### config.mk
export PLATFORM = sky130hd
export DESIGN_NAME = btn_reader
export DESIGN_NICKNAME = d
export VERILOG_FILES = /design/src/rtl/btn_reader.sv
export SDC_FILE = /design/constraint.sdc
export NUM_CORES = 1
export LEC_CHECK = 0
export ABC_AREA = 1
export CAP_MARGIN = 20
export CORE_MARGIN = 3
export CORE_UTILIZATION = 25
export CTS_BUF_LIST = sky130_fd_sc_hd__clkbuf_8
export DETAILED_ROUTE_END_ITERATION = 10
export PLACE_DENSITY = 0.48
export REMOVE_ABC_BUFFERS = 1
export SYNTH_ARGS = -nofsm -noshare
export SYNTH_HDL_FRONTEND = slang
export SYNTH_SLANG_ARGS = --single-unit
### constraint.sdc
create_clock -name CLK -period 8 [get_ports CLK]
set_input_delay 1.2 -clock CLK [delete_from_list [all_inputs] [get_ports CLK]]
set_output_delay 1.2 -clock CLK [all_outputs]
set_load 0.005 [all_outputs]
### src/rtl/btn_reader.sv
// Debounced push-button reader: per-channel synchroniser, debounce filter and
// press/hold FSM producing a clean level plus press/release/long/repeat pulses.
module btn_reader #(
  parameter int unsigned N_BTN         = 4,
  parameter int unsigned DEB_CYCLES    = 500000,
  parameter int unsigned LONG_CYCLES   = 50000000,
  parameter int unsigned REPEAT_CYCLES = 10000000
) (
  input  logic             CLK,
  input  logic             RST,
  input  logic [N_BTN-1:0] BTN,
  output logic [N_BTN-1:0] LEVEL,
  output logic [N_BTN-1:0] PRESS,
  output logic [N_BTN-1:0] RELEASE,
  output logic [N_BTN-1:0] LONG,
  output logic [N_BTN-1:0] REPEAT
);

  localparam int unsigned DEB_W  = (DEB_CYCLES > 1) ? $clog2(DEB_CYCLES) : 1;
  localparam int unsigned LONG_W = (LONG_CYCLES > 1) ? $clog2(LONG_CYCLES) : 1;
  localparam int unsigned REP_W  = (REPEAT_CYCLES > 1) ? $clog2(REPEAT_CYCLES) : 1;
  localparam int unsigned HOLD_W = (LONG_W > REP_W) ? LONG_W : REP_W;

  localparam logic [DEB_W-1:0]  DEB_TERM  = DEB_W'(DEB_CYCLES - 1);
  localparam logic [HOLD_W-1:0] LONG_TERM = HOLD_W'(LONG_CYCLES - 1);
  localparam logic [HOLD_W-1:0] REP_TERM  = HOLD_W'(REPEAT_CYCLES - 1);

  typedef enum logic [1:0] {
    UP        = 2'd0,
    DOWN      = 2'd1,
    DOWN_LONG = 2'd2
  } state_e;

  logic [N_BTN-1:0]  sync1_q, sync1_d;
  logic [N_BTN-1:0]  sync2_q, sync2_d;
  logic [N_BTN-1:0]  level_q, level_d;
  logic [N_BTN-1:0]  press_q, press_d;
  logic [N_BTN-1:0]  rel_q, rel_d;
  logic [N_BTN-1:0]  long_q, long_d;
  logic [N_BTN-1:0]  rpt_q, rpt_d;
  logic [N_BTN-1:0]  accept_c;
  logic [DEB_W-1:0]  deb_q  [N_BTN];
  logic [DEB_W-1:0]  deb_d  [N_BTN];
  logic [HOLD_W-1:0] hold_q [N_BTN];
  logic [HOLD_W-1:0] hold_d [N_BTN];
  state_e            state_q [N_BTN];
  state_e            state_d [N_BTN];

  // Next-state logic for all channels; each channel only touches its own bits.
  always_comb begin
    sync1_d  = BTN;
    sync2_d  = sync1_q;
    level_d  = level_q;
    press_d  = '0;
    rel_d    = '0;
    long_d   = '0;
    rpt_d    = '0;
    accept_c = '0;
    for (int i = 0; i < N_BTN; i++) begin
      deb_d[i]   = deb_q[i];
      hold_d[i]  = hold_q[i];
      state_d[i] = state_q[i];

      // Debounce: a level change is accepted only after an unbroken run.
      if (sync2_q[i] != level_q[i]) begin
        if (deb_q[i] == DEB_TERM) begin
          accept_c[i] = 1'b1;
          level_d[i]  = ~level_q[i];
          deb_d[i]    = '0;
        end else if (deb_q[i] != '1) begin
          deb_d[i] = deb_q[i] + DEB_W'(1);
        end
      end else begin
        deb_d[i] = '0;
      end

      case (state_q[i])
        UP: begin
          hold_d[i] = '0;
          if (accept_c[i] && !level_q[i]) begin
            state_d[i] = DOWN;
            press_d[i] = 1'b1;
          end
        end
        DOWN: begin
          if (accept_c[i] && level_q[i]) begin
            state_d[i] = UP;
            rel_d[i]   = 1'b1;
            hold_d[i]  = '0;
          end else if (hold_q[i] == LONG_TERM) begin
            state_d[i] = DOWN_LONG;
            long_d[i]  = 1'b1;
            hold_d[i]  = '0;
          end else if (hold_q[i] != '1) begin
            hold_d[i] = hold_q[i] + HOLD_W'(1);
          end
        end
        DOWN_LONG: begin
          if (accept_c[i] && level_q[i]) begin
            state_d[i] = UP;
            rel_d[i]   = 1'b1;
            hold_d[i]  = '0;
          end else if (hold_q[i] == REP_TERM) begin
            rpt_d[i]  = 1'b1;
            hold_d[i] = '0;
          end else if (hold_q[i] != '1) begin
            hold_d[i] = hold_q[i] + HOLD_W'(1);
          end
        end
        default: begin
          state_d[i] = UP;
          hold_d[i]  = '0;
        end
      endcase
    end
  end

  always_ff @(posedge CLK or posedge RST) begin
    if (RST) begin
      sync1_q <= '0;
      sync2_q <= '0;
      level_q <= '0;
      press_q <= '0;
      rel_q   <= '0;
      long_q  <= '0;
      rpt_q   <= '0;
      for (int i = 0; i < N_BTN; i++) begin
        deb_q[i]   <= '0;
        hold_q[i]  <= '0;
        state_q[i] <= UP;
      end
    end else begin
      sync1_q <= sync1_d;
      sync2_q <= sync2_d;
      level_q <= level_d;
      press_q <= press_d;
      rel_q   <= rel_d;
      long_q  <= long_d;
      rpt_q   <= rpt_d;
      for (int i = 0; i < N_BTN; i++) begin
        deb_q[i]   <= deb_d[i];
        hold_q[i]  <= hold_d[i];
        state_q[i] <= state_d[i];
      end
    end
  end

  assign LEVEL   = level_q;
  assign PRESS   = press_q;
  assign RELEASE = rel_q;
  assign LONG    = long_q;
  assign REPEAT  = rpt_q;

endmodule

==> results of run 1 <==
placed cells by master, fill, tap and decap left out, types with 14 or more instances in the layout:
cell type,netlist,routed
nand3_1,167,167
inv_1,238,245
clkbuf_8,0,54
nand2_2,14,14
o21ai_0,69,69
nand2_1,379,379
xnor2_1,19,19
nand4_1,69,69
ha_1,20,20
xor2_1,38,38
dfrtp_1,216,216
clkdlybuf4s50_1,0,25
a21oi_1,64,64
nand3_2,14,14
nor3_1,52,52
nor2_2,25,25
nor2_1,346,346
or2_2,17,17
power groups by stage:
stage	sequential, mW	clock [mW]	combinational, mW
6_report	1.11	1.16	0.0497
5_1_grt	1.11	1.28	0.0594
4_1_cts	1.11	1.23	0.0529
3_5_place_dp	1.13	0	0.0527
3_3_place_gp	1.13	0	0.0520
2_1_floorplan	1.12	0	0.0336
metrics by stage:
| stage | instance area, um2 | total power [mW] | cells | hold WS [ns] |
|---|---|---|---|---|
| CTS | 15300 | 2.39 | 2645 | 0.348 |
| global route | 15300 | 2.45 | 2645 | 0.353 |
| floorplan | 13300 | 1.16 | 1856 | 0.331 |
| finish | 15300 | 2.32 | 2645 | 0.347 |
| detailed placement | 14500 | 1.18 | 2572 | 0.335 |
| global placement | 14500 | 1.18 | 2572 | 0.334 |
path summary, 6_finish.rpt:
| check | endpoint | depth (start not counted) | slack, ns | startpoint |
|---|---|---|---|---|
| min in group asynchronous | deb_q[24] | 2 | 1.15 | RST |
| max in group asynchronous | hold_q[77] | 3 | 5.54 | RST |
| worst max register to register | deb_q[22] | 8 | 5.72 | deb_q[19] |
| worst max-delay path | LEVEL[0] | 1 | 5.27 | LEVEL[0] |
| worst min register to register | sync2_q[2] | 0 | 0.35 | sync1_q[2] |
| worst min-delay path | sync2_q[2] | 0 | 0.35 | sync1_q[2] |
area by class of cell:
cell class / instances / area share
Timing Repair Buffer: 28 / 0.0178
Inverter: 252 / 0.0622
Multi-Input combinational cell: 1388 / 0.454
Clock buffer: 54 / 0.0484
Tap cell: 688 / 0.0561
Clock inverter: 19 / 0.00913
Sequential cell: 216 / 0.352
metal layers:
layer	track usage	vias to the layer above	part of all wire
met2	0.199	248	0.44
li1	-	6159	-
met1	0.175	5649	0.49
met5	0	-	0
met3	0.0225	52	0.045
met4	0.0409	0	0.021
cells by family after synthesis:
logic type / count (synthesis) / synth area share
XOR/XNOR: 57 / 0.0368
buffers and inverters: 275 / 0.0870
multiplexers: 1 / 0.000738
adder cells (fa/ha/maj): 20 / 0.0185
AND/OR/NAND/NOR: 1134 / 0.386
flip-flops: 216 / 0.399
AO/OA/AOI/OAI: 176 / 0.0722
registers in the layout (all words and copies together) (netlist names):
name	cells
hold_q	104
deb_q	76
state_q	8
LEVEL	4
LONG	4
PRESS	4
RELEASE	4
REPEAT	4
sync1_q	4
sync2_q	4
==> results.sh, run 1 <==
export IMPL_clock_skew_ns=0.0247
export IMPL_crit_family="buffers and inverters"
export IMPL_setup_viol_count_final=0
export IMPL_cp_cell_sequence="clkdlybuf4s50_1"
export IMPL_cts_resized=0
export IMPL_post_cts_buffers=0
export IMPL_cp_start_kind="register"
export IMPL_setup_slack_ns=5.27
export IMPL_htree_levels=2
export IMPL_max_slew_margin=0.459
export IMPL_grtUsageTotal=0.126
export IMPL_die_width_um=239
export IMPL_grt_pass1_vias=12000
export IMPL_num_fill_cells=5721
export IMPL_antenna_found_initial=0
export IMPL_wirelength_um=35400
export IMPL_synth_seq_cells=216
export IMPL_rsz0062_at_grt="false"
export IMPL_numCtsBuffers=41
export IMPL_switching_share=0.232
export IMPL_drive_gt1_frac=0.0996
export IMPL_clkSlewWorstSetupHoldPaths_ns=0.06
export IMPL_fin_util=0.289
export IMPL_synth_top_area_cell="dfrtp_1"
export IMPL_pwr_share_comb=0.021
export IMPL_clockBufferDepth=3
export IMPL_die_h_um=239
export IMPL_intPower_mw=1.78
export IMPL_pre_cts_slack_ns=4.77
export IMPL_power_density_nw_per_um2=151
export IMPL_drv_slew=0
export IMPL_min_period_ns=2.73
export IMPL_ant_nets=0
export IMPL_gp_congestion=0.903
export IMPL_rows=84
export IMPL_avgViaCountPerCell=4.58
export IMPL_cts_tree="yes"
export IMPL_vias=12100
export IMPL_drtPass1Iterations=5
export IMPL_syn_cell_area_um2=13600
export IMPL_detail_route_drc_violations=0
export IMPL_crit_required_ns=6.80
export IMPL_grt_pass1_wl_um=60100
export IMPL_slowest_delay_ns=0.54
export IMPL_synthArstFlopShare=1.00
export IMPL_synth_cell_type_count=48
export IMPL_root_buffer="clkbuf_8"
export IMPL_seq_area_um2=5410
export IMPL_synth_edff_count=0
export IMPL_hold_violations=0
export IMPL_fmax_mhz=366
export IMPL_cp_slowest_cell="clkdlybuf4s50_1"
export IMPL_dp_hpwl_um=25500
export IMPL_overflow=0
export IMPL_synth_common_cells="379 x nand2_1, 346 x nor2_1, 238 x inv_1"
export IMPL_outcome="finished clean"
export IMPL_grt_max_degree=97
export IMPL_area_growth_syn_to_layout_pct=13.2
export IMPL_irDropWorstVdd_mv=0.0804
export IMPL_hold_buffers=0
export IMPL_hp_class="register to register"
export IMPL_clock_power_share=0.501
export IMPL_seqPwrFrac=0.478
export IMPL_ys_seq_area_frac=0.399
export IMPL_path_class="register to output port"
export IMPL_post_synth_top_count_cell="nand2_1"
export IMPL_multi_input_area_um2=6970
export IMPL_finalSetupTns_ns=0
export IMPL_worstPathMaxFanout=4
export IMPL_nets=1953
export IMPL_initial_core_util=0.255
export IMPL_ys_top_cells_by_area="dfrtp_1 40%, nand2_1 10%, nor2_1 9.6%"
export IMPL_numPortBuffers=25
export IMPL_power_switching_mw=0.539
export IMPL_worstSkewPairLatency_ns=0.59
export IMPL_core_um2=53100
export IMPL_worst_slew_pin_slew_ns=0.811
export IMPL_synth_top_area_frac=0.399
export IMPL_clock_sinks=216
export IMPL_critPathArrivalTime_ns=1.53
export IMPL_critPathBufInv=1
export IMPL_end_kind="output port"
export IMPL_drt_iter0_drc=808
export IMPL_post_drt_wl_per_cell_um=13.4
export IMPL_dieArea_um2=57100
export IMPL_post_route_period_util=0.342
export IMPL_syn_avg_cell_area_um2=7.22
export IMPL_n_antenna_cell=0
export IMPL_power_leakage_nw=6.46
export IMPL_max_cap_viol_count=0
export IMPL_pin_count=26
export IMPL_ys_flop_type="dfrtp_1"
export IMPL_yosysWarningCount=0
export IMPL_synthCells=1879
No activity file was read; power rests on OpenSTA's default activity.
==> run 2: changes to the inputs <==
==> constraint.sdc (replaced) <==
create_clock -name CLK -period 2.55 [get_ports CLK]
set_input_delay 0.3825 -clock CLK [delete_from_list [all_inputs] [get_ports CLK]]
set_output_delay 0.3825 -clock CLK [all_outputs]
set_load 0.005 [all_outputs]
==> run 2 against run 1 <==
  * Via count is 1.4% higher
  * Routed wire length is 1.2% higher
  * Hold slack worse by 0.13 ns
  * Core utilization is 0.21 points higher
==> results.sh, run 2 (synthesized netlist as in run 1, its figures left out) <==
export IMPL_critPathArrivalTime_ns=2.70
export IMPL_clock_sinks=216
export IMPL_min_period_ns=2.18
export IMPL_top_regs="hold_q: 104 flops, deb_q: 76 flops, state_q: 8 flops"
export IMPL_nets=1962
export IMPL_outcome="finished clean"
export IMPL_wirelength_um=35800
export IMPL_drv_slew=0
export IMPL_largest_reg_flops=104
export IMPL_pin_count=26
export IMPL_fin_total_pwr_mw=7.35
export IMPL_finalSetupTns_ns=0
export IMPL_hold_violations=0
export IMPL_ant_nets=0
export IMPL_drtPass1Iterations=8
export IMPL_post_route_period_util=0.855
export IMPL_drt_iter0_drc=836
export IMPL_detail_route_drc_violations=0
export IMPL_root_buffer="clkbuf_8"
export IMPL_overflow=0
export IMPL_rr_endpoint="hold_q[27]"
export IMPL_path_class="register to register"
export IMPL_cts_resized=0
export IMPL_dieArea_um2=57100
export IMPL_irDropWorstVdd_mv=0.275
export IMPL_clock_skew_ns=0.0366
export IMPL_gp_congestion=0.903
export IMPL_antenna_found_initial=1
export IMPL_grt_pass1_wl_um=61300
export IMPL_max_cap_viol_count=0
export IMPL_die_h_um=239
export IMPL_numCtsBuffers=43
export IMPL_cp_cell_sequence="ha_1, nand3_2, inv_2, nand2_4, nor2_4, nand4_2, inv_2, o21ai_0, nor2_1"
export IMPL_layout_common_cells="379 x nand2_1, 346 x nor2_1, 247 x inv_1, 216 x dfrtp_1, 167 x nand3_1"
export IMPL_crit_required_ns=3.07
export IMPL_dp_hpwl_um=26200
export IMPL_hold_buffers=0
export IMPL_final_common_cell="nand2_1"
export IMPL_worst_slew_pin_slew_ns=0.891
export IMPL_r2r_start="hold_q[26]"
export IMPL_worstSkewPairLatency_ns=0.60
export IMPL_core_um2=53100
export IMPL_rsz0062_at_grt="false"
export IMPL_power_leakage_nw=6.51
export IMPL_clockBufferDepth=3
export IMPL_grt_pass1_vias=12100
export IMPL_area_growth_syn_to_layout_pct=14.0
export IMPL_post_drt_wl_per_cell_um=13.5
export IMPL_min_from="BTN[1]"
export IMPL_grt_max_degree=61
export IMPL_clkSlewWorstSetupHoldPaths_ns=0.06
export IMPL_worstPathMaxFanout=12
export IMPL_fmax_mhz=459
export IMPL_htree_levels=2
export IMPL_max_slew_margin=0.404
export IMPL_power_density_nw_per_um2=476
export IMPL_slowest_delay_ns=0.42
export IMPL_initial_core_util=0.255
export IMPL_ff2ff_path_depth=9
export IMPL_min_to="sync1_q[1]"
export IMPL_cp_common_cell="inv_2"
export IMPL_rows=84
export IMPL_vias=12300
export IMPL_holdPathStages=1
export IMPL_end_kind="register"
export IMPL_regMostFlops="hold_q"
export IMPL_grtUsageTotal=0.128
export IMPL_cp_slowest_cell="dfrtp_1"
export IMPL_r2r_setup_slack_ns=0.37
export IMPL_avgViaCountPerCell=4.63
export IMPL_die_width_um=239
export IMPL_setup_viol_count_final=0
export IMPL_numPortBuffers=25
export IMPL_hp_class="input port to register"
export IMPL_cp_start_kind="register"
export IMPL_cts_tree="yes"
export IMPL_post_cts_buffers=0
export IMPL_drive_gt1_frac=0.101
run 2: cell count changes in the layout (fill, tap and decap cells not counted), sizes merged:
cell and change:
buf +7, clkinv -5, inv +2, clkbuf +1
clkinvlp +1, diode +1
run 2: final cells by class:
cell class | count | area (um2)
timing repair buffer | 35 | 375
tap | 688 | 861
antenna | 1 | 2.50
multi-input combinational | 1388 | 6970
clock inverter | 17 | 130
fill | 5735 | 37600
inverter | 252 | 955
clock buffer | 55 | 757
sequential | 216 | 5410
run 2: critical path: cells and delay by family (launching register included):
kind                       cells  cell delay, ns
and+or+nand+nor                5            0.77
buffers and inverters          2            0.47
DFF                            1            0.42
adders and majority gates      1            0.32
AOI/OAI and AO/OA              1            0.12
run 2: routing by layer:
metal / routed length [um] / global-route usage / share of wire
met1: 17800 / 0.180 / 0.50
met2: 15400 / 0.199 / 0.43
met3: 1800 / 0.0261 / 0.050
met4: 875 / 0.0410 / 0.024
met5: 0 / 0 / 0
run 2: power breakdown:
part | internal (mW) | switching, mW
Clock | 2.12 | 1.59
Sequential | 3.45 | 0.0208
Combinational | 0.0469 | 0.126
run 2: stage by stage:
| step | instance area (um2) | utilization | worst slack [ns] | instances | hold slack, ns |
|---|---|---|---|---|---|
| finish | 15500 | 0.291 | 0.370 | 2652 | 0.219 |
| global route | 15500 | 0.291 | 0.144 | 2651 | 0.196 |
| CTS | 15500 | 0.291 | 0.378 | 2651 | 0.162 |
| detailed placement | 14600 | 0.274 | 0.397 | 2579 | 0.339 |
| global placement | 14600 | 0.274 | 0.459 | 2579 | 0.340 |
| floorplan | 13300 | - | -3.74 | 1856 | 0.331 |
run 2: worst max-delay path by stage:
| stage | depth (start not counted) | slack, ns | to | from |
|---|---|---|---|---|
| floorplan | 1 | -3.74 | LEVEL[0] | RST |
| global placement | 10 | 0.46 | hold_q[97] | hold_q[78] |
| detailed placement | 9 | 0.40 | hold_q[27] | hold_q[26] |
| CTS | 9 | 0.38 | hold_q[27] | hold_q[26] |
| global route | 6 | 0.14 | deb_q[15] | LEVEL[3] |
| finish | 9 | 0.37 | hold_q[27] | hold_q[26] |
==> patch (settings of run 1) <==
`N_BTN`: 4 -> 8.
--- a/src/rtl/btn_reader.sv
+++ b/src/rtl/btn_reader.sv
@@ -3,3 +3,3 @@
 module btn_reader #(
-  parameter int unsigned N_BTN         = 4,
+  parameter int unsigned N_BTN         = 8,
   parameter int unsigned DEB_CYCLES    = 500000,
Ports: changed (6 resized); port bits go from 26 to 50. No check against the original RTL was run, so the function may have changed too.
==> patch against run 1 <==
  * Sequential cell count is 216 higher
  * Worst setup slack worse by 170 ps
  * Sequential share of layout area rose by 0.19 points
  * Power increased by 100%
  * Clock power rose by 100%
  * Global-route usage decreased by 0.21 points
  * Largest cell class unchanged
  * Highest routed layer unchanged
  * Critical endpoint is now LEVEL[6]
  * Design area is 99% higher
  * Critical path depth did not move
  * Area after synthesis increased by 97%
  * Wire length increased by 97%
==> patch: results (changes against run 1) <==
Run status
  • Status: finished clean

Worst setup path
  • R2R depth: 9 (+1)
  • R2R Setup Slk: 5690 ps (-30 ps)
  • Reg2reg start: hold_q[78]
  • Setup crit start: LEVEL[6]
  • CP peak stage delay: 560 ps (+20 ps)
  • Arrival @ worst endpoint: 1710 ps (+180 ps)
  • Reg2reg end: hold_q[79]

Hold path
  • Hold_sp: sync1_q[1]

Placed design
  • Post-place instance area: 28,700 sq um (+98%)
  • Placed Cells: 5,125 (+99%)
  • Gpl congestion: 0.889 (-1.6%)
  • DP Wirelength: 49,900 um (+96%)
  • Place WS: 4860 ps (+91.4 ps)

CTS
  • Worst-Skew Late Latency: 690 ps (+100 ps)
  • Clock buffer count from CTS: 87 (+110%)
  • Htree depth: 3 (+1)

Layout
  • Biggest regs: hold_q (208), deb_q (152), state_q (16)
  • Util after Layout: 28.9% (-0.038 points)
  • Ratio of cells with drive above 1 in the final layout: 8.99% (-0.97 points)
  • Filler cells: 11,700 (+110%)

Timing
  • Layout Skew: 26.2 ps (+1.50 ps)
  • Final worst slack: 5090 ps (-174 ps)

Global route
  • Antenna violations before repair: 1 (+1)
  • Largest net degree at the start of global routing: 146 (+51%)
  • Total track usage: 12.4% (-0.21 points)
  • Vias in the first global route: 23,000 (+92%)

Synthesis
  • Register area share after synthesis: 40.4% (+0.56 points)
  • Cell variety after synth: 54 (+13%)
  • Most frequent cells after synthesis: nand2_1, nor2_1, inv_1
  • Ranking of synthesized cells by area: dfrtp_1, nand2_1, nor2_1, inv_1, nand3_1
  • Syn Inst Count: 3,721 (+98%)

Power
  • Leakage: 13.0 nW (+100%)
  • NetSw: 1.12 mW (+110%)
  • Worst VDD drop: 0.0922 mV (+15%)

Detailed routing
  • DRT Pass-1 Iters: 5 (unchanged)
  • Initial DRC count: 1,525 (+89%)
  • Final WL: 69,900 um (+97%)
==> patch: how the worst min path moves through the flow <==
stage | depth (start not counted) | to | slack (ps)
floorplan | 0 | sync2_q[0] | 330
global placement | 0 | sync2_q[7] | 330
detailed placement | 0 | sync2_q[1] | 330
CTS | 0 | sync2_q[1] | 340
global route | 0 | sync2_q[1] | 340
finish | 0 | sync2_q[1] | 340
==> patch: power groups by stage <==
| stage | clock network, mW | logic (mW) | registers (mW) |
|---|---|---|---|
| 6_report | 2.37 | 0.0997 | 2.21 |
| 3_3_place_gp | 0 | 0.104 | 2.25 |
| 2_1_floorplan | 0 | 0.0678 | 2.25 |
| 4_1_cts | 2.50 | 0.106 | 2.21 |
| 3_5_place_dp | 0 | 0.106 | 2.25 |
| 5_1_grt | 2.59 | 0.120 | 2.21 |
==> patch: area by class of cell <==
type	instances	area share [%]
multi-input combinational	2742	44.9
sequential	432	35.4
inverter	507	6.26
tap	1391	5.70
clock buffer	114	5.14
timing repair buffer	53	1.79
clock inverter	45	0.848
antenna	1	0.00820
==> patch: cell families after synthesis <==
kind of cell    synth area share, %
xor+xnor                       3.44
fa+ha+maj                      1.87
simple gates                   38.7
buf+inv                        8.36
compound gates                 7.19
flops                          40.4
==> patch: routing by layer <==
| layer | vias up | routed length [um] | global-route usage [%] |
|---|---|---|---|
| met5 | - | 0 | 0 |
| met4 | 0 | 1440 | 3.95 |
| met3 | 106 | 2730 | 2.14 |
| met2 | 354 | 31000 | 19.5 |
| met1 | 11200 | 34700 | 17.4 |
| li1 | 12300 | - | - |
